`src/rtl/seg7_scan_display.sv`:
```
// Multiplexed seven-segment driver: a shift-history of recent results plus direct
// per-digit writes, scanned one digit per prescaler slot with blanking, blink and polarity control.
module seg7_scan_display #(
  parameter int NUM_DIGITS     = 4,
  parameter int REFRESH_DIV    = 50000,
  parameter int BLANK_CYCLES   = 2,
  parameter int BLINK_DIV      = 25000000,
  parameter bit ACTIVE_LOW_SEG = 1'b1,
  parameter bit ACTIVE_LOW_AN  = 1'b1,
  localparam int IDX_W = (NUM_DIGITS > 1) ? $clog2(NUM_DIGITS) : 1
) (
  input  logic                  clk,
  input  logic                  rst_n,
  input  logic                  result_valid,
  input  logic [3:0]            result_data,
  input  logic                  wr_en,
  input  logic [IDX_W-1:0]      wr_idx,
  input  logic [3:0]            wr_data,
  input  logic                  clear,
  input  logic [NUM_DIGITS-1:0] dp_in,
  input  logic                  hex_mode,
  input  logic                  blink_en,
  output logic [6:0]            seg,
  output logic                  dp,
  output logic [NUM_DIGITS-1:0] an,
  output logic [7:0]            result_count
);

  localparam int PRE_W = $clog2(REFRESH_DIV);
  localparam int BLK_W = (BLINK_DIV > 1) ? $clog2(BLINK_DIV) : 1;

  // XOR-ing an active-high value with the "off" level applies the output polarity.
  localparam logic [6:0]            SEG_OFF = ACTIVE_LOW_SEG ? 7'h7F : 7'h00;
  localparam logic                  DP_OFF  = ACTIVE_LOW_SEG;
  localparam logic [NUM_DIGITS-1:0] AN_OFF  = ACTIVE_LOW_AN ? '1 : '0;

  typedef struct packed {
    logic       valid;
    logic [3:0] value;
  } entry_t;

  entry_t                  r_store [NUM_DIGITS];
  entry_t                  w_store_nxt [NUM_DIGITS];
  logic [7:0]              r_count;
  logic [NUM_DIGITS-1:0]   r_dp_in;
  logic [PRE_W-1:0]        r_prescaler;
  logic [IDX_W-1:0]        r_scan_idx;
  logic [BLK_W-1:0]        r_blink_cnt;
  logic                    r_blink_phase;
  logic [6:0]              r_seg;
  logic                    r_dp;
  logic [NUM_DIGITS-1:0]   r_an;

  logic                    w_wr_in_range;
  logic                    w_wr_hit;
  logic                    w_pre_tc;
  entry_t                  w_cur;
  logic                    w_shown;
  logic [6:0]              w_seg_hi;
  logic                    w_dp_hi;
  logic                    w_blink_off;
  logic                    w_an_on;
  logic [NUM_DIGITS-1:0]   w_an_hi;

  function automatic logic [6:0] seg_decode(input logic [3:0] v);
    logic [6:0] s;
    s = 7'h00;
    case (v)
      4'h0: s = 7'h3F;  4'h1: s = 7'h06;  4'h2: s = 7'h5B;  4'h3: s = 7'h4F;
      4'h4: s = 7'h66;  4'h5: s = 7'h6D;  4'h6: s = 7'h7D;  4'h7: s = 7'h07;
      4'h8: s = 7'h7F;  4'h9: s = 7'h6F;  4'hA: s = 7'h77;  4'hB: s = 7'h7C;
      4'hC: s = 7'h39;  4'hD: s = 7'h5E;  4'hE: s = 7'h79;  4'hF: s = 7'h71;
    endcase
    return s;
  endfunction

  assign w_wr_in_range = (32'(wr_idx) < 32'(NUM_DIGITS));
  // A push owns entry 0; a write to any other index lands on top of the shifted store.
  assign w_wr_hit      = wr_en && w_wr_in_range && !(result_valid && (wr_idx == '0));

  // NOTE: every variable written in a combinational block gets a full default first,
  // otherwise the untouched paths infer latches.
  always_comb begin
    w_store_nxt = r_store;
    if (result_valid) begin
      for (int i = NUM_DIGITS - 1; i > 0; i--) w_store_nxt[i] = r_store[i-1];
      w_store_nxt[0] = '{valid: 1'b1, value: result_data};
    end
    if (w_wr_hit) w_store_nxt[wr_idx] = '{valid: 1'b1, value: wr_data};
    if (clear) begin
      for (int i = 0; i < NUM_DIGITS; i++) w_store_nxt[i] = '{valid: 1'b0, value: r_store[i].value};
    end
  end

  // NOTE: the digit store is reset along with the control state: its valid bits decide
  // what is lit, so it cannot be left to power-up contents like a RAM.
  always_ff @(posedge clk or negedge rst_n) begin
    if (!rst_n) begin
      for (int i = 0; i < NUM_DIGITS; i++) r_store[i] <= '0;
      r_count <= '0;
      r_dp_in <= '0;
    end else begin
      r_store <= w_store_nxt;
      r_dp_in <= dp_in;
      if (result_valid && (r_count != 8'hFF)) r_count <= r_count + 8'd1;
    end
  end

  assign w_pre_tc = (r_prescaler == PRE_W'(REFRESH_DIV - 1));

  always_ff @(posedge clk or negedge rst_n) begin
    if (!rst_n) begin
      r_prescaler   <= '0;
      r_scan_idx    <= '0;
      r_blink_cnt   <= '0;
      r_blink_phase <= 1'b0;
    end else begin
      r_prescaler <= w_pre_tc ? '0 : r_prescaler + 1'b1;
      if (w_pre_tc) r_scan_idx <= (r_scan_idx == IDX_W'(NUM_DIGITS - 1)) ? '0 : r_scan_idx + 1'b1;
      if (!blink_en) begin
        r_blink_cnt   <= '0;
        r_blink_phase <= 1'b0;
      end else if (r_blink_cnt == BLK_W'(BLINK_DIV - 1)) begin
        r_blink_cnt   <= '0;
        r_blink_phase <= ~r_blink_phase;
      end else begin
        r_blink_cnt <= r_blink_cnt + 1'b1;
      end
    end
  end

  // A valid entry that decodes to blank (decimal mode, value >= 10) is treated like an empty one.
  always_comb begin
    w_cur       = r_store[r_scan_idx];
    w_shown     = w_cur.valid && (hex_mode || (w_cur.value < 4'd10));
    w_seg_hi    = w_shown ? seg_decode(w_cur.value) : 7'h00;
    w_dp_hi     = r_dp_in[r_scan_idx];
    w_blink_off = (r_scan_idx == '0) && blink_en && r_blink_phase;
    w_an_on     = (32'(r_prescaler) >= 32'(BLANK_CYCLES)) && (w_shown || w_dp_hi) && !w_blink_off;
    w_an_hi     = w_an_on ? (NUM_DIGITS'(1) << r_scan_idx) : '0;
  end

  always_ff @(posedge clk or negedge rst_n) begin
    if (!rst_n) begin
      r_seg <= SEG_OFF;
      r_dp  <= DP_OFF;
      r_an  <= AN_OFF;
    end else begin
      r_seg <= w_seg_hi ^ SEG_OFF;
      r_dp  <= w_dp_hi ^ DP_OFF;
      r_an  <= w_an_hi ^ AN_OFF;
    end
  end

  assign seg          = r_seg;
  assign dp           = r_dp;
  assign an           = r_an;
  assign result_count = r_count;

endmodule

```
`config.mk`:
```
export PLATFORM = sky130hd
export DESIGN_NAME = seg7_scan_display
export DESIGN_NICKNAME = d
export VERILOG_FILES = /design/src/rtl/seg7_scan_display.sv
export SDC_FILE = /design/constraint.sdc
export NUM_CORES = 1
export LEC_CHECK = 0
export ABC_AREA = 0
export CORE_ASPECT_RATIO = 1.2
export CORE_MARGIN = 5
export CORE_UTILIZATION = 57
export DETAILED_ROUTE_END_ITERATION = 12
export PLACE_DENSITY = 0.87
export SKIP_LAST_GASP = 1
export SLEW_MARGIN = 20
export SYNTH_ARGS = -nofsm -noshare
export SYNTH_HDL_FRONTEND = slang
export SYNTH_SLANG_ARGS = --single-unit
```
`constraint.sdc`:
```
create_clock -name clk -period 2.3 [get_ports clk]
set_clock_uncertainty 0.15 [all_clocks]
set_input_delay 0.46 -clock clk [delete_from_list [all_inputs] [get_ports clk]]
set_output_delay 0.46 -clock clk [all_outputs]
set_load 0.005 [all_outputs]
```
# Word-level counts from Yosys, hierarchy flattened
# Memory sizes are Yosys's and may differ from the RTL's.
# Cells that the tools add are included.
[op_classes]
addsub = 4
order_cmp = 6
eq_ne = 5
shift = 1
muxes = 19
bitwise = 6
n_reduce_logical = 15
[ops]
columns = ["operator", "count"]
rows = [
  ["20-bit two-way mux", 3],
  ["25-bit two-way mux", 2],
  ["25-bit by 1-bit adder with 25-bit output (second input constant)", 1],
  ["25-bit equality test (second input constant)", 1],
  ["20-bit bitwise mux", 1],
  ["16-bit by 1-bit adder with 16-bit output (second input constant)", 1],
  ["16-bit equality test (second input constant)", 1],
  ["16-bit by 2-bit greater-or-equal comparator with 1-bit output (second input constant)", 1],
  ["16-bit two-way mux", 1],
  ["5-bit two-way mux", 3],
  ["5-bit binary-select mux with 2-bit select", 1],
  ["5-bit demux with 2-bit select", 1],
  ["1-bit logical AND", 9],
  ["8-bit by 1-bit adder with 8-bit output (second input constant)", 1],
  ["8-bit != test (second input constant)", 1],
  ["7-bit two-way mux", 1],
  ["7-bit inverter", 1],
  ["3-bit greater-or-equal comparator (second input constant)", 2],
  ["2-bit inverter with 3-bit output", 2],
  ["2-bit zero test", 2],
  ["4-bit less-than comparator (second input constant)", 1],
  ["4-bit two-way mux", 1],
  ["4-bit inverter", 1],
  ["1-bit by 2-bit << shifter with 4-bit output (first input constant)", 1],
  ["11 further kinds", 16],
]
[word_totals]
register_bits = 88
romBits = 112
in_bits = 21
output_inout_bits = 20
word_cells = 74
mem_count = 1
[memory_table]
columns = ["name", "words", "word_bits", "rd", "rd_ports_with_merged_regs", "write_ports", "line", "text"]
rows = [
  ["(no name shown)", 16, 7, 1, 0, 0, "68", "case (v)"],
]

# Logic depth before layout (Yosys ltp)
[logic_depth]
word_depth = 12
depth_mapped = 8
mapped_depth_nobuf = 7

# Worst setup path before layout
# OpenSTA, ideal clock, no wires.
[synth_timing]
path_kind = "register -> register"
start = "register r_scan_idx[0]"
end = "register r_seg[0] (netlist: seg[0])"
setup_ns = 0.079
arrival_time_ns = 1.826
t_required_ns = 2.071
slack_ns = 0.245
path_stages_with_launch = 8
path_buffers = 1
period_less_slack_ns = 2.055
cell_sequence = "dfrtp_1 > buf_6 > mux4_2 > inv_1 > ha_1 > a2bb2oi_1 > o22ai_1 > o21ai_0"
[synth_via]
elab_chain_cells = 9
elab_cells_between_ends = 10
classes_between = "order compare (1); mux (4); bitwise (2); reduce/logical (2); memory (1)"
[synth_rtl]
columns = ["item", "line", "text"]
rows = [
  ["from (decl)", "47", "logic [IDX_W-1:0] r_scan_idx;"],
  ["from (signal assigned)", "119", "if (w_pre_tc) r_scan_idx <= (r_scan_idx == IDX_W'(NUM_DIGITS - 1)) ? '0 : r_scan_idx + 1'b1;"],
  ["2-bit inverter with 3-bit output (implied by the code) (*)", "134", "w_cur = r_store[r_scan_idx];"],
  ["5-bit binary-select mux with 2-bit select (*)", "134", ""],
  ["5-bit two-way mux (implied by the code) (*) (2 in series)", "134", ""],
  ["4-bit less-than comparator", "135", "w_shown = w_cur.valid && (hex_mode || (w_cur.value < 4'd10));"],
  ["1-bit logical OR", "135", ""],
  ["1-bit logical AND", "135", ""],
  ["7-bit two-way mux (*)", "136", "w_seg_hi = w_shown ? seg_decode(w_cur.value) : 7'h00;"],
  ["7-bit inverter (no line) (*)", "--", ""],
  ["to (signal assigned)", "149", "r_seg <= w_seg_hi ^ SEG_OFF;"],
  ["to (decl)", "50", "logic [6:0] r_seg;"],
]
# Every way passes the cells marked *; elsewhere a longest branch is shown, timed or not. The select of a mux whose other input is x is not followed.
# A chain may end at the register's enable or synchronous reset.

# Worst setup path in the final report
# Same ends and word-level chain as after synthesis.

==> results.json <==
{
  "htree_num_levels": 3,
  "clkPwrFrac_pct": 32.8,
  "synth_top_family_by_area": "simple AND/OR/NAND/NOR gates",
  "route.detailed.wl_per_inst_um": 15.4,
  "comb_power_share_pct": 17.1,
  "grt_pass1_wl_um": 15100,
  "final_cells": 576,
  "finalCritPeriodShare_pct": 91.7,
  "synth_edf_count": 0,
  "die_h_um": 107,
  "status": "complete, no violations",
  "gr-total-overflow": 0,
  "hold_class": "flop to flop",
  "required_ps": 2420,
  "max-vdd-ir-drop_mv": 0.632,
  "layout.nets": 513,
  "holdCritStartpoint": "r_blink_cnt[0]",
  "period_needed_ps": 2110,
  "synth_fp_nets": 463,
  "switchingPower_uw": 959,
  "worst_pin_slew_ps": 499,
  "postRouteAntennaNets": 0,
  "rows": 35,
  "yosysSeqAreaShare_pct": 49.6,
  "vias_per_cell": 5.73,
  "grt_max_degree": 89,
  "num_antenna_cells": 0,
  "antenna_found_initial": 0,
  "worstPathArrival_ps": 2230,
  "num_vias": 3302,
  "drt_iter0_drc": 170,
  "port_buffers": 40,
  "numPlacedInstances": 559,
  "finalWirelength_um": 8900,
  "slew_violations": 0,
  "area_delta_synth_final_pct": 17.2,
  "globalplace.congestion": 0.878,
  "power_per_cell_area_nw_per_um2": 703,
  "cts-root-buf": "clkbuf_8",
  "track_usage_pct": 19.1,
  "synth-simple-area-share_pct": 19.8,
  "drc": 0,
  "min_to": "r_blink_cnt[0]",
  "intPower_uw": 2720,
  "synthDistinctLibCells": 51,
  "critPathLaunch": "r_scan_idx[0]",
  "ys_ff_latch": 88,
  "muxShareOfSynthArea_pct": 5.27,
  "cts_buffers": 9,
  "syn_area_per_cell_sq_um": 10.4,
  "cts_tree": "done",
  "post_cts.repair.setup_buffers": 0,
  "path_clk_slew_ps": 90,
  "async_reset_ff_share_pct": 100,
  "timing.slew.headroom_pct": 66.6,
  "ys.flop_type": "dfrtp_1",
  "critPathKind": "flop to flop",
  "timing.final.hold_violations": 0,
  "worstRegToRegCells": 7,
  "ctsLongestPathBuffers": 2,
  "synthesis.instances": 429,
  "seqPwrFrac_pct": 50.1,
  "grt_setup_unrepaired": "false",
  "maxCapViolations": 0,
  "synthXorXnorAreaFrac_pct": 9.22,
  "timing.rr.end": "seg[0]",
  "yosys.area_share.adder_pct": 3.64,
  "r2r-start": "r_scan_idx[0]",
  "holdWs_ps": 335,
  "setup_tns_ps": 0,
  "cp-start-kind": "flop",
  "fmax_mhz": 474,
  "drive_above_1_share_pct": 12.4,
  "clk_latency_ps": 350,
  "core_sq_um": 7660,
  "hold_path_depth": 1,
  "dr.pass1.iters": 4,
  "yosys_warnings": 0,
  "ios": 41,
  "dp_hpwl_um": 6440,
  "critPathMaxFanout": 7,
  "start_util_pct": 58.3,
  "syn_area_sq_um": 4470,
  "utilization_pct": 68.3,
  "cts_sinks": 88,
  "die-area_sq_um": 9710,
  "p_leak_uw": 0.00229,
  "cp-end-kind": "flop",
  "grt_pass1_vias": 3284,
  "rrSetupSlack_ps": 190,
  "setup_violations": 0,
  "switching_share_pct": 26.0,
  "die_w_um": 90.8,
  "synth_compound_area_share_pct": 8.71
}
==> cell families after synthesis <==
| logic type | Yosys count |
|---|---|
| simple gates | 177 |
| mux | 16 |
| compound gates | 58 |
| xor+xnor | 47 |
| buf+inv | 30 |
| fa+ha+maj | 13 |
| flops | 88 |
==> how the worst max path moves through the flow <==
| stage | endpoint | slack [ps] | depth (start not counted) |
|---|---|---|---|
| finish | seg[0] | 190 | 7 |
| global route | seg[0] | 30 | 6 |
| CTS | seg[0] | 120 | 7 |
| detailed placement | seg[0] | 130 | 7 |
| global placement | seg[0] | 220 | 7 |
| floorplan | seg[0] | 240 | 7 |
==> cells in the mapped netlist (3+ instances only) <==
| library cell | number | area [sq um] |
|---|---|---|
| a21oi_1 | 6 | 30.0 |
| o21ai_0 | 21 | 105 |
| mux2_2 | 4 | 45.0 |
| nor2_1 | 54 | 203 |
| nor3_1 | 10 | 50.1 |
| o21bai_1 | 4 | 30.0 |
| dfstp_2 | 12 | 315 |
| and2_1 | 5 | 31.3 |
| mux2i_1 | 7 | 70.1 |
| nor4_1 | 4 | 25.0 |
| dfrtp_1 | 76 | 1900 |
| nand2_1 | 35 | 131 |
| o211ai_1 | 5 | 37.5 |
| mux4_2 | 3 | 67.6 |
| a211oi_1 | 3 | 22.5 |
| a22oi_1 | 12 | 90.1 |
| nand4_1 | 14 | 87.6 |
| and3_1 | 9 | 56.3 |
| xor2_1 | 26 | 228 |
| xnor2_1 | 21 | 184 |
| ha_1 | 13 | 163 |
| nand3_1 | 25 | 125 |
| clkbuf_1 | 8 | 30.0 |
| inv_1 | 15 | 56.3 |
| nand2b_1 | 3 | 18.8 |
==> placed cells by master, fill, tap and decap left out, types with 2 or more instances in the layout <==
cell type and count:
o21bai_1 4, dfstp_2 12, mux2i_1 7, nand2_1 35
xor2_1 26, nand3b_1 2, nor3_1 10, a2bb2oi_1 2
a22oi_1 12, mux2_2 4, clkdlybuf4s50_1 39, nor2_1 54
and3_1 9, buf_12 2, buf_4 12, mux4_1 2
nand4_1 14, xnor2_1 21, nand2b_1 3, dfrtp_1 75
and2_1 5, nor4_1 4, clkbuf_8 11, inv_1 15
nand3_1 25, and3_2 2, and4_2 2, o211ai_1 5
or2_2 2, ha_1 13, a21oi_1 6, o21ai_0 21
bufinv_16 2, a211oi_1 3, mux4_2 3
==> metal layers <==
metal  vias to the layer above  global-route usage (%)  part of all wire, %
li1                       1594                       -                    -
met1                      1610                    24.1                   43
met2                        80                    31.9                   51
met3                        18                    3.93                  4.1
met4                         0                    8.60                  2.3
met5                         -                       0                    0
==> worst max-delay path, stage by stage, from the launching register on <==
cell	delay (ps)
dfrtp_1	430
mux4_2	580
inv_1	130
ha_1	290
mux2i_1	100
a2bb2oi_1	160
nor2_1	50
o21ai_0	140
==> state kept, by name, summed over array words and instances (netlist names) <==
signal and count:
r_store 20, r_blink_phase 1, r_prescaler 16, r_blink_cnt 25, r_scan_idx 2, dp 1, an 4, seg 7
r_dp_in 4, result_count 8
==> what timing repair did <==
item	in CTS	in global routing
hold buffers	1	0
endpoints found under the hold margin	35	0
resized for setup	0	1
endpoints found under the setup margin	0	1
==> metrics by stage <==
| stage | setup slack, ps | power (uW) | cell area (sq um) |
|---|---|---|---|
| 2_1_floorplan | 245 | 2160 | 4470 |
| 3_3_place_gp | 217 | 2480 | 4990 |
| 3_5_place_dp | 134 | 2510 | 4990 |
| 4_1_cts | 122 | 3720 | 5240 |
| 5_1_grt | 34.3 | 3870 | 5240 |
| 6_report | 191 | 3680 | 5240 |
==> area by class of cell <==
cell class                 count  area (sq um)
inverter                      15          56.3
sequential                    88          2220
clock buffer                  12           155
multi-input combinational    311          2080
clock inverter                 4          76.3
tap                           92           115
fill                         548          2430
timing repair buffer          54           531
==> power groups by stage <==
stage / combinational [uW] / clock, uW / sequential [uW]
2_1_floorplan: 324 / 0 / 1840
3_3_place_gp: 611 / 0 / 1870
3_5_place_dp: 635 / 0 / 1880
4_1_cts: 639 / 1230 / 1850
5_1_grt: 696 / 1310 / 1870
6_report: 628 / 1210 / 1850
No activity file was read; power rests on OpenSTA's default activity.
